### config.mk
export PLATFORM = sky130hd
export DESIGN_NAME = uart_tx_scheduler
export DESIGN_NICKNAME = d
export VERILOG_FILES = /design/src/rtl/uart_pkg.sv /design/src/rtl/rr_arbiter.sv /design/src/rtl/uart_tx_scheduler.sv
export SDC_FILE = /design/constraint.sdc
export NUM_CORES = 1
export LEC_CHECK = 0
export CAP_MARGIN = 20
export CELL_PAD_IN_SITES_DETAIL_PLACEMENT = 1
export CELL_PAD_IN_SITES_GLOBAL_PLACEMENT = 1
export CORE_MARGIN = 2
export CORE_UTILIZATION = 31
export CTS_CLUSTER_DIAMETER = 150
export CTS_CLUSTER_SIZE = 8
export DETAILED_ROUTE_END_ITERATION = 10
export GPL_TIMING_DRIVEN = 0
export PLACE_DENSITY = 0.8
export SLEW_MARGIN = 15
export SYNTH_ARGS = -nofsm -noshare
export SYNTH_HDL_FRONTEND = slang
export SYNTH_SLANG_ARGS = --single-unit
export TNS_END_PERCENT = 20
### constraint.sdc
create_clock -name clk -period 2.8 [get_ports clk]
set_input_delay 0.84 -clock clk [delete_from_list [all_inputs] [get_ports clk]]
set_output_delay 0.84 -clock clk [all_outputs]
set_load 0.01 [all_outputs]
### src/rtl/uart_pkg.sv
`default_nettype none
// ============================================================================
// Module   : uart_pkg
// Purpose  : Shared types and widths for the UART transmit scheduler.
// Revision : 1.0 - initial release
// ============================================================================
package uart_pkg;

  localparam int unsigned DATA_W_DEF  = 8;
  localparam int unsigned FRAME_CNT_W = 16;

  typedef enum logic [1:0] {
    ST_IDLE  = 2'd0,
    ST_START = 2'd1,
    ST_SEND  = 2'd2,
    ST_GAP   = 2'd3
  } state_e;

endpackage
`default_nettype wire

### src/rtl/rr_arbiter.sv
`default_nettype none
// ============================================================================
// Module   : rr_arbiter
// Purpose  : Combinational round-robin arbiter; the first request at or above
//            the pointer wins, wrapping to the lowest request otherwise.
// Revision : 1.0 - initial release
// ============================================================================
module rr_arbiter #(
  parameter int N_REQ = 4,
  parameter int PTR_W = $clog2(N_REQ)
) (
  input  logic [N_REQ-1:0] req_i,
  input  logic [PTR_W-1:0] ptr_i,
  output logic [N_REQ-1:0] gnt_o,
  output logic [PTR_W-1:0] gnt_id_o,
  output logic             any_o
);

  logic [N_REQ-1:0] w_mask;
  logic [N_REQ-1:0] w_req_hi;
  logic [N_REQ-1:0] w_pick_src;

  for (genvar gi = 0; gi < N_REQ; gi++) begin : g_mask
    assign w_mask[gi] = (ptr_i <= PTR_W'(gi));
  end

  assign w_req_hi   = req_i & w_mask;
  assign w_pick_src = (|w_req_hi) ? w_req_hi : req_i;
  // Isolate the lowest set bit of the chosen request vector.
  assign gnt_o      = w_pick_src & (~w_pick_src + N_REQ'(1));
  assign any_o      = |req_i;

  always_comb begin
    gnt_id_o = '0;
    for (int i = 0; i < N_REQ; i++) begin
      if (gnt_o[i]) begin
        gnt_id_o = gnt_id_o | PTR_W'(i);
      end
    end
  end

endmodule
`default_nettype wire

### src/rtl/uart_tx_scheduler.sv
`default_nettype none
// ============================================================================
// Module   : uart_tx_scheduler
// Purpose  : Round-robin scheduler feeding bytes from N_REQ requesters into a
//            single UART transmitter with start/ack handshake and idle gap.
// Revision : 1.0 - initial release
// ============================================================================
module uart_tx_scheduler
  import uart_pkg::*;
#(
  parameter int N_REQ   = 4,
  parameter int DATA_W  = DATA_W_DEF,
  parameter int GAP_CYC = 0
) (
  input  logic                       clk,
  input  logic                       rst_n,
  input  logic [N_REQ-1:0]           req_valid,
  input  logic [N_REQ*DATA_W-1:0]    req_data,
  output logic [N_REQ-1:0]           req_ready,
  input  logic                       tx_ready,
  output logic                       tx_start,
  output logic [DATA_W-1:0]          tx_data,
  output logic [$clog2(N_REQ)-1:0]   grant_id,
  output logic                       busy,
  output logic [FRAME_CNT_W-1:0]     frame_cnt
);

  localparam int ID_W  = $clog2(N_REQ);
  localparam int GAP_W = (GAP_CYC > 1) ? $clog2(GAP_CYC) : 1;
  localparam logic [GAP_W-1:0] GAP_LOAD = (GAP_CYC > 0) ? GAP_W'(GAP_CYC - 1) : '0;

  state_e                  state_q,     state_d;
  logic                    tx_start_q,  tx_start_d;
  logic [DATA_W-1:0]       tx_data_q,   tx_data_d;
  logic [ID_W-1:0]         grant_id_q,  grant_id_d;
  logic [ID_W-1:0]         rr_ptr_q,    rr_ptr_d;
  logic [FRAME_CNT_W-1:0]  frame_cnt_q, frame_cnt_d;
  logic [GAP_W-1:0]        gap_q,       gap_d;

  logic [N_REQ-1:0]        w_gnt;
  logic [ID_W-1:0]         w_win_id;
  logic                    w_any;
  logic [DATA_W-1:0]       w_win_data;
  logic [ID_W-1:0]         w_next_ptr;

  rr_arbiter #(
    .N_REQ (N_REQ),
    .PTR_W (ID_W)
  ) u_arb (
    .req_i    (req_valid),
    .ptr_i    (rr_ptr_q),
    .gnt_o    (w_gnt),
    .gnt_id_o (w_win_id),
    .any_o    (w_any)
  );

  always_comb begin
    w_win_data = '0;
    for (int i = 0; i < N_REQ; i++) begin
      if (w_gnt[i]) begin
        w_win_data = w_win_data | req_data[i*DATA_W +: DATA_W];
      end
    end
  end

  assign w_next_ptr = (w_win_id == ID_W'(N_REQ - 1)) ? '0 : w_win_id + ID_W'(1);

  always_comb begin
    state_d     = state_q;
    tx_start_d  = tx_start_q;
    tx_data_d   = tx_data_q;
    grant_id_d  = grant_id_q;
    rr_ptr_d    = rr_ptr_q;
    frame_cnt_d = frame_cnt_q;
    gap_d       = gap_q;
    req_ready   = '0;

    case (state_q)
      ST_IDLE: begin
        // rst_n gates the combinational accept so nothing is offered during reset.
        if (rst_n && tx_ready && w_any) begin
          req_ready  = w_gnt;
          tx_data_d  = w_win_data;
          grant_id_d = w_win_id;
          rr_ptr_d   = w_next_ptr;
          tx_start_d = 1'b1;
          state_d    = ST_START;
        end
      end
      ST_START: begin
        if (!tx_ready) begin
          tx_start_d = 1'b0;
          state_d    = ST_SEND;
        end
      end
      ST_SEND: begin
        if (tx_ready) begin
          frame_cnt_d = frame_cnt_q + FRAME_CNT_W'(1);
          if (GAP_CYC > 0) begin
            gap_d   = GAP_LOAD;
            state_d = ST_GAP;
          end else begin
            state_d = ST_IDLE;
          end
        end
      end
      ST_GAP: begin
        if (gap_q == '0) begin
          state_d = ST_IDLE;
        end else begin
          gap_d = gap_q - GAP_W'(1);
        end
      end
      default: begin
        state_d = ST_IDLE;
      end
    endcase
  end

  always_ff @(posedge clk or negedge rst_n) begin
    if (!rst_n) begin
      state_q     <= ST_IDLE;
      tx_start_q  <= 1'b0;
      tx_data_q   <= '0;
      grant_id_q  <= '0;
      rr_ptr_q    <= '0;
      frame_cnt_q <= '0;
      gap_q       <= '0;
    end else begin
      state_q     <= state_d;
      tx_start_q  <= tx_start_d;
      tx_data_q   <= tx_data_d;
      grant_id_q  <= grant_id_d;
      rr_ptr_q    <= rr_ptr_d;
      frame_cnt_q <= frame_cnt_d;
      gap_q       <= gap_d;
    end
  end

  assign tx_start  = tx_start_q;
  assign tx_data   = tx_data_q;
  assign grant_id  = grant_id_q;
  assign busy      = (state_q != ST_IDLE);
  assign frame_cnt = frame_cnt_q;

endmodule
`default_nettype wire

==> flow_summary.html <==
<table>
<tr><th>Metric</th><th>Value</th></tr>
<tr><th colspan="2">Status</th></tr>
<tr><td>Outcome</td><td>complete, but fails checks</td></tr>
<tr><td>Violations in the final reports</td><td>setup timing</td></tr>
<tr><th colspan="2">Detailed routing</th></tr>
<tr><td>Antenna Nets Post-Route</td><td>0</td></tr>
<tr><td>DRC violations left</td><td>0</td></tr>
<tr><td>Router iterations before antenna repair</td><td>4</td></tr>
<tr><td>Total length of routed wires</td><td>5910 µm</td></tr>
<tr><td>Via/cell ratio</td><td>5.25</td></tr>
<tr><td>Vias post-DR</td><td>roughly 1.7k</td></tr>
<tr><td>DR iter-0 viols</td><td>84</td></tr>
<tr><td>Drt wl/cell</td><td>17.9 µm</td></tr>
<tr><th colspan="2">Pwr</th></tr>
<tr><td>Leakage power summed over all cells</td><td>approximately 0.0012 µW</td></tr>
<tr><td>Total design power</td><td>slightly above 2000 µW</td></tr>
<tr><td>Proportion of power drawn by the clock network</td><td>a little under a quarter</td></tr>
<tr><td>Share of power burned in combinational logic</td><td>43.3%</td></tr>
<tr><td>Maximum vdd ir drop</td><td>~370 µV</td></tr>
<tr><td>Sw Share</td><td>35.1%</td></tr>
<tr><td>Internal cell power</td><td>~1300 µW</td></tr>
<tr><td>Sequential power share</td><td>between 30 and 40%</td></tr>
<tr><td>Switching Power</td><td>slightly above 700 µW</td></tr>
<tr><td>Power per standard cell area</td><td>between 700 and 800 nW/µm²</td></tr>
<tr><th colspan="2">Synth</th></tr>
<tr><td>Area fraction in and, or, nand and nor cells after synthesis</td><td>28.7%</td></tr>
<tr><td>Area share of the largest cell type after synthesis</td><td>45.5%</td></tr>
<tr><td>Synth warn</td><td>0</td></tr>
<tr><td>Number of synthesized register bits</td><td>31</td></tr>
<tr><td>List of most frequent post-synthesis cells</td><td>dfrtp_1, nand3_1, nand4_1</td></tr>
<tr><td>Cell types occupying the most area after synthesis</td><td>dfrtp_1, nand3_1, xnor2_1</td></tr>
<tr><td>Number of enable-type register cells in the synthesized netlist</td><td>0</td></tr>
<tr><td>Number of distinct library cell variants in the gate-level netlist after synthesis</td><td>36</td></tr>
<tr><td>Xor and xnor fraction of the mapped netlist area</td><td>under 10%</td></tr>
<tr><td>Most instantiated library cell after synthesis</td><td>dfrtp_1</td></tr>
<tr><td>Combinational family with the most area after synthesis</td><td>simple AND/OR/NAND/NOR gates</td></tr>
<tr><td>Main flop type after synthesis</td><td>dfrtp_1</td></tr>
<tr><td>Share of synthesized cell area in full adder, half adder and majority cells</td><td>0.733%</td></tr>
<tr><td>Synth Area in Compound Gates</td><td>about 11%</td></tr>
<tr><td>Portion of netlist area occupied by mux cells</td><td>between 1 and 1.5%</td></tr>
<tr><td>Register area share after synthesis</td><td>around 45%</td></tr>
<tr><td>Share of flip-flops with an asynchronous set or reset</td><td>100%</td></tr>
<tr><td>Cell count after synthesis</td><td>roughly 170</td></tr>
<tr><td>Average instance area after synthesis</td><td>slightly below 10 µm²</td></tr>
<tr><td>Syn nets</td><td>~210</td></tr>
<tr><td>Leading area contributor after synthesis</td><td>dfrtp_1</td></tr>
<tr><td>Synthesized cell area</td><td>~1700 µm²</td></tr>
<tr><th colspan="2">STA</th></tr>
<tr><td>Fin worst setup slack</td><td>-3.83 ps</td></tr>
<tr><td>Final hold viol count</td><td>0</td></tr>
<tr><td>Max Clk Rate</td><td>approximately 360 MHz</td></tr>
<tr><td>Pin slew with the least headroom to its limit</td><td>between 400 and 500 ps</td></tr>
<tr><td>Ratio of final minimum period to clock period</td><td>100%</td></tr>
<tr><td>Setup repair after global routing missed its margin</td><td>yes</td></tr>
<tr><td>Final critical path time including I/O delays and setup</td><td>between 2000 and 3000 ps</td></tr>
<tr><td>Final setup violating endpoints</td><td>1</td></tr>
<tr><td>Max_slew headroom</td><td>a little under three quarters</td></tr>
<tr><td>Clock tree skew after final layout</td><td>between 2 and 2.5 ps</td></tr>
<tr><td>Hold slack final</td><td>approximately 340 ps</td></tr>
<tr><td>Final Slew Violations</td><td>0</td></tr>
<tr><th colspan="2">Clock network</th></tr>
<tr><td>H-tree level count</td><td>2</td></tr>
<tr><td>Number of buffers on the longest clock path</td><td>2</td></tr>
<tr><td>Clock latency reported for the late side of the worst-skew pair</td><td>290 ps</td></tr>
<tr><td>TritonCTS Buffers</td><td>5</td></tr>
<tr><td>Clock net sink count</td><td>31</td></tr>
<tr><td>Clock tree from TritonCTS</td><td>built</td></tr>
<tr><td>Clock root buffer</td><td>clkbuf_8</td></tr>
<tr><td>Clock-pin slew of the registers on the worst-case setup and hold paths</td><td>around 70 ps</td></tr>
<tr><th colspan="2">Critical path</th></tr>
<tr><td>R2r setup slk</td><td>between 900 and 1000 ps</td></tr>
<tr><td>Critical Path AT</td><td>roughly 2000 ps</td></tr>
<tr><td>Kind of critical path</td><td>in2out</td></tr>
<tr><td>Worst reg2reg startpoint</td><td>state_q[0]$_DFFE_PN0P_</td></tr>
<tr><td>Worst-path maximum fanout</td><td>5</td></tr>
<tr><td>Worst reg2reg endpoint</td><td>frame_cnt[7]$_DFFE_PN0P_</td></tr>
<tr><td>Launching element type of the critical path</td><td>input port</td></tr>
<tr><td>CP Data Required Time</td><td>slightly below 2000 ps</td></tr>
<tr><td>Kind of capture point of the worst setup path</td><td>primary output</td></tr>
<tr><td>R2R cell count</td><td>6</td></tr>
<tr><td>End of the critical path</td><td>req_ready[3]</td></tr>
<tr><td>Crit. Startpoint</td><td>req_valid[0]</td></tr>
<tr><th colspan="2">Floorplanning</th></tr>
<tr><td>Die Span Y</td><td>roughly 78 µm</td></tr>
<tr><td>Initial core utilization</td><td>between 30% and 40%</td></tr>
<tr><td>Die area</td><td>6110 µm²</td></tr>
<tr><td>Core Footprint</td><td>between 5000 and 6000 µm²</td></tr>
<tr><td>Top-level port count</td><td>between 70 and 80</td></tr>
<tr><td>Row Count</td><td>27</td></tr>
<tr><td>Die extent in x</td><td>roughly 78 µm</td></tr>
<tr><th colspan="2">Min path</th></tr>
<tr><td>Hold Path Class</td><td>in2async</td></tr>
<tr><th colspan="2">Global routing</th></tr>
<tr><td>Wire length of the first global-routing pass</td><td>9400 µm</td></tr>
<tr><td>Overall fraction of global-route tracks in use</td><td>between 10% and 20%</td></tr>
<tr><td>M3 GR Usage</td><td>about 6.1%</td></tr>
<tr><td>Met1 usage in global routing</td><td>about a quarter</td></tr>
<tr><td>Antenna violations before repair</td><td>0</td></tr>
<tr><td>Largest net degree at the start of global routing</td><td>33</td></tr>
<tr><td>Busiest layer in global routing</td><td>met2</td></tr>
<tr><td>Total congestion overflow after global routing</td><td>0</td></tr>
<tr><td>Met2 Use GR</td><td>approximately a third</td></tr>
<tr><td>Vias in the first global route</td><td>1803</td></tr>
<tr><th colspan="2">Finish</th></tr>
<tr><td>Synth-to-Final Area Change</td><td>62.5%</td></tr>
<tr><td>Diodes inserted</td><td>0</td></tr>
<tr><td>Number of fill cells in the layout</td><td>about 630</td></tr>
<tr><td>Fin nets</td><td>~300</td></tr>
<tr><td>Area taken by multi-input logic gates</td><td>around 910 µm²</td></tr>
<tr><td>Register area</td><td>776 µm²</td></tr>
<tr><td>Share of post-route cells with drive strength above 1</td><td>19.0%</td></tr>
<tr><th colspan="2">Placement</th></tr>
<tr><td>Post-DP HPWL</td><td>slightly below 4000 µm</td></tr>
<tr><td>Post-Place Setup Slack</td><td>-1440 ps</td></tr>
<tr><td>Last weighted congestion value of the routability-driven placer</td><td>roughly 0.8</td></tr>
<tr><td>Input/output buffers</td><td>between 60 and 70</td></tr>
<tr><th colspan="2">Run</th></tr>
<tr><td>Reported max-cap violation count</td><td>0</td></tr>
</table>
==> worst max-delay path, stage by stage <==
cell	delay, ps
buf_8	110
or4_4	570
and2_4	180
and3_4	150
buf_6	110
==> stage by stage <==
step	setup TNS, ps	utilization [%]	cell area, µm²	std cells
global route	-33.6	51.3	2770	330
finish	-3.83	51.3	2770	330
global placement	-23000	46.0	2490	313
floorplan	0	-	1710	172
detailed placement	-6820	45.9	2480	313
CTS	0	50.7	2740	329
==> per-layer routing <==
layer,share of wire (%),wire length [µm],vias to the layer above
met5,0,0,-
met4,1.8,105,0
met3,5.9,346,11
met2,51,3000,51
met1,42,2460,858
li1,-,-,811
==> cell usage in the layout, fill, tap and decap left out, types with 2 or more instances in the layout <==
master / count
clkbuf_1: 3
dfrtp_1: 31
xnor2_1: 11
a32oi_1: 7
inv_1: 4
a21oi_1: 4
and4_1: 5
buf_2: 6
nand4_1: 12
clkbuf_8: 7
mux2_2: 2
nand3_1: 28
and2_4: 3
buf_4: 11
clkdlybuf4s50_1: 60
nand2b_1: 3
nor2_1: 2
and2_1: 2
nand2_1: 8
xor2_1: 4
nor2b_1: 3
buf_6: 3
and3_1: 10
o21ai_0: 3
==> cell families (layout without fill, tap and decap cells) <==
kind of cell	count (synthesis)	count (layout)
AOI/OAI and AO/OA	24	24
xor gates and xnor gates	15	15
adders and majority gates	1	1
buffers and inverters	16	102
DFF	31	31
muxes	2	2
and+or+nand+nor	83	83
==> power groups by stage <==
stage / registers, µW / logic (µW) / clock network (µW)
CTS: 672 / 860 / 476
global route: 690 / 940 / 491
finish: 674 / 871 / 466
global placement: 664 / 737 / 0
detailed placement: 673 / 752 / 0
floorplan: 701 / 315 / 0
==> layout make-up <==
cell class                      instances  share of cell area, %
Clock buffer                            6                   2.98
Timing Repair Buffer                   81                   29.2
Sequential cell                        31                   28.0
Tap cell                               72                   3.25
Inverter                                4                  0.542
Multi-Input combinational cell        125                   32.8
Buffer                                  9                   2.03
Clock inverter                          2                   1.26
==> sequential cells by signal, indices dropped and copies added, names as in the netlist <==
signal	cells
state_q	2
rr_ptr_q	2
tx_data	8
tx_start	1
grant_id	2
frame_cnt	16
==> timing repair <==
item,in CTS,in global routing
endpoints found under the setup margin,4,4
gates resized for setup,51,3
buffers inserted,11,0
pin swaps,5,0
hold buffers,0,0
cloned,0,1
==> worst min-delay path by stage <==
stage | slack [ps] | end | startpoint | cells after the start
floorplan | 510 | frame_cnt[15]$_DFFE_PN0P_ | frame_cnt[15]$_DFFE_PN0P_ | 1
global placement | 460 | frame_cnt[15]$_DFFE_PN0P_ | frame_cnt[15]$_DFFE_PN0P_ | 1
detailed placement | 470 | frame_cnt[15]$_DFFE_PN0P_ | frame_cnt[15]$_DFFE_PN0P_ | 1
CTS | 370 | frame_cnt[15]$_DFFE_PN0P_ | rst_n | 1
global route | 340 | state_q[0]$_DFFE_PN0P_ | rst_n | 1
finish | 340 | state_q[0]$_DFFE_PN0P_ | rst_n | 1
Power figures use the tool's default switching activity.
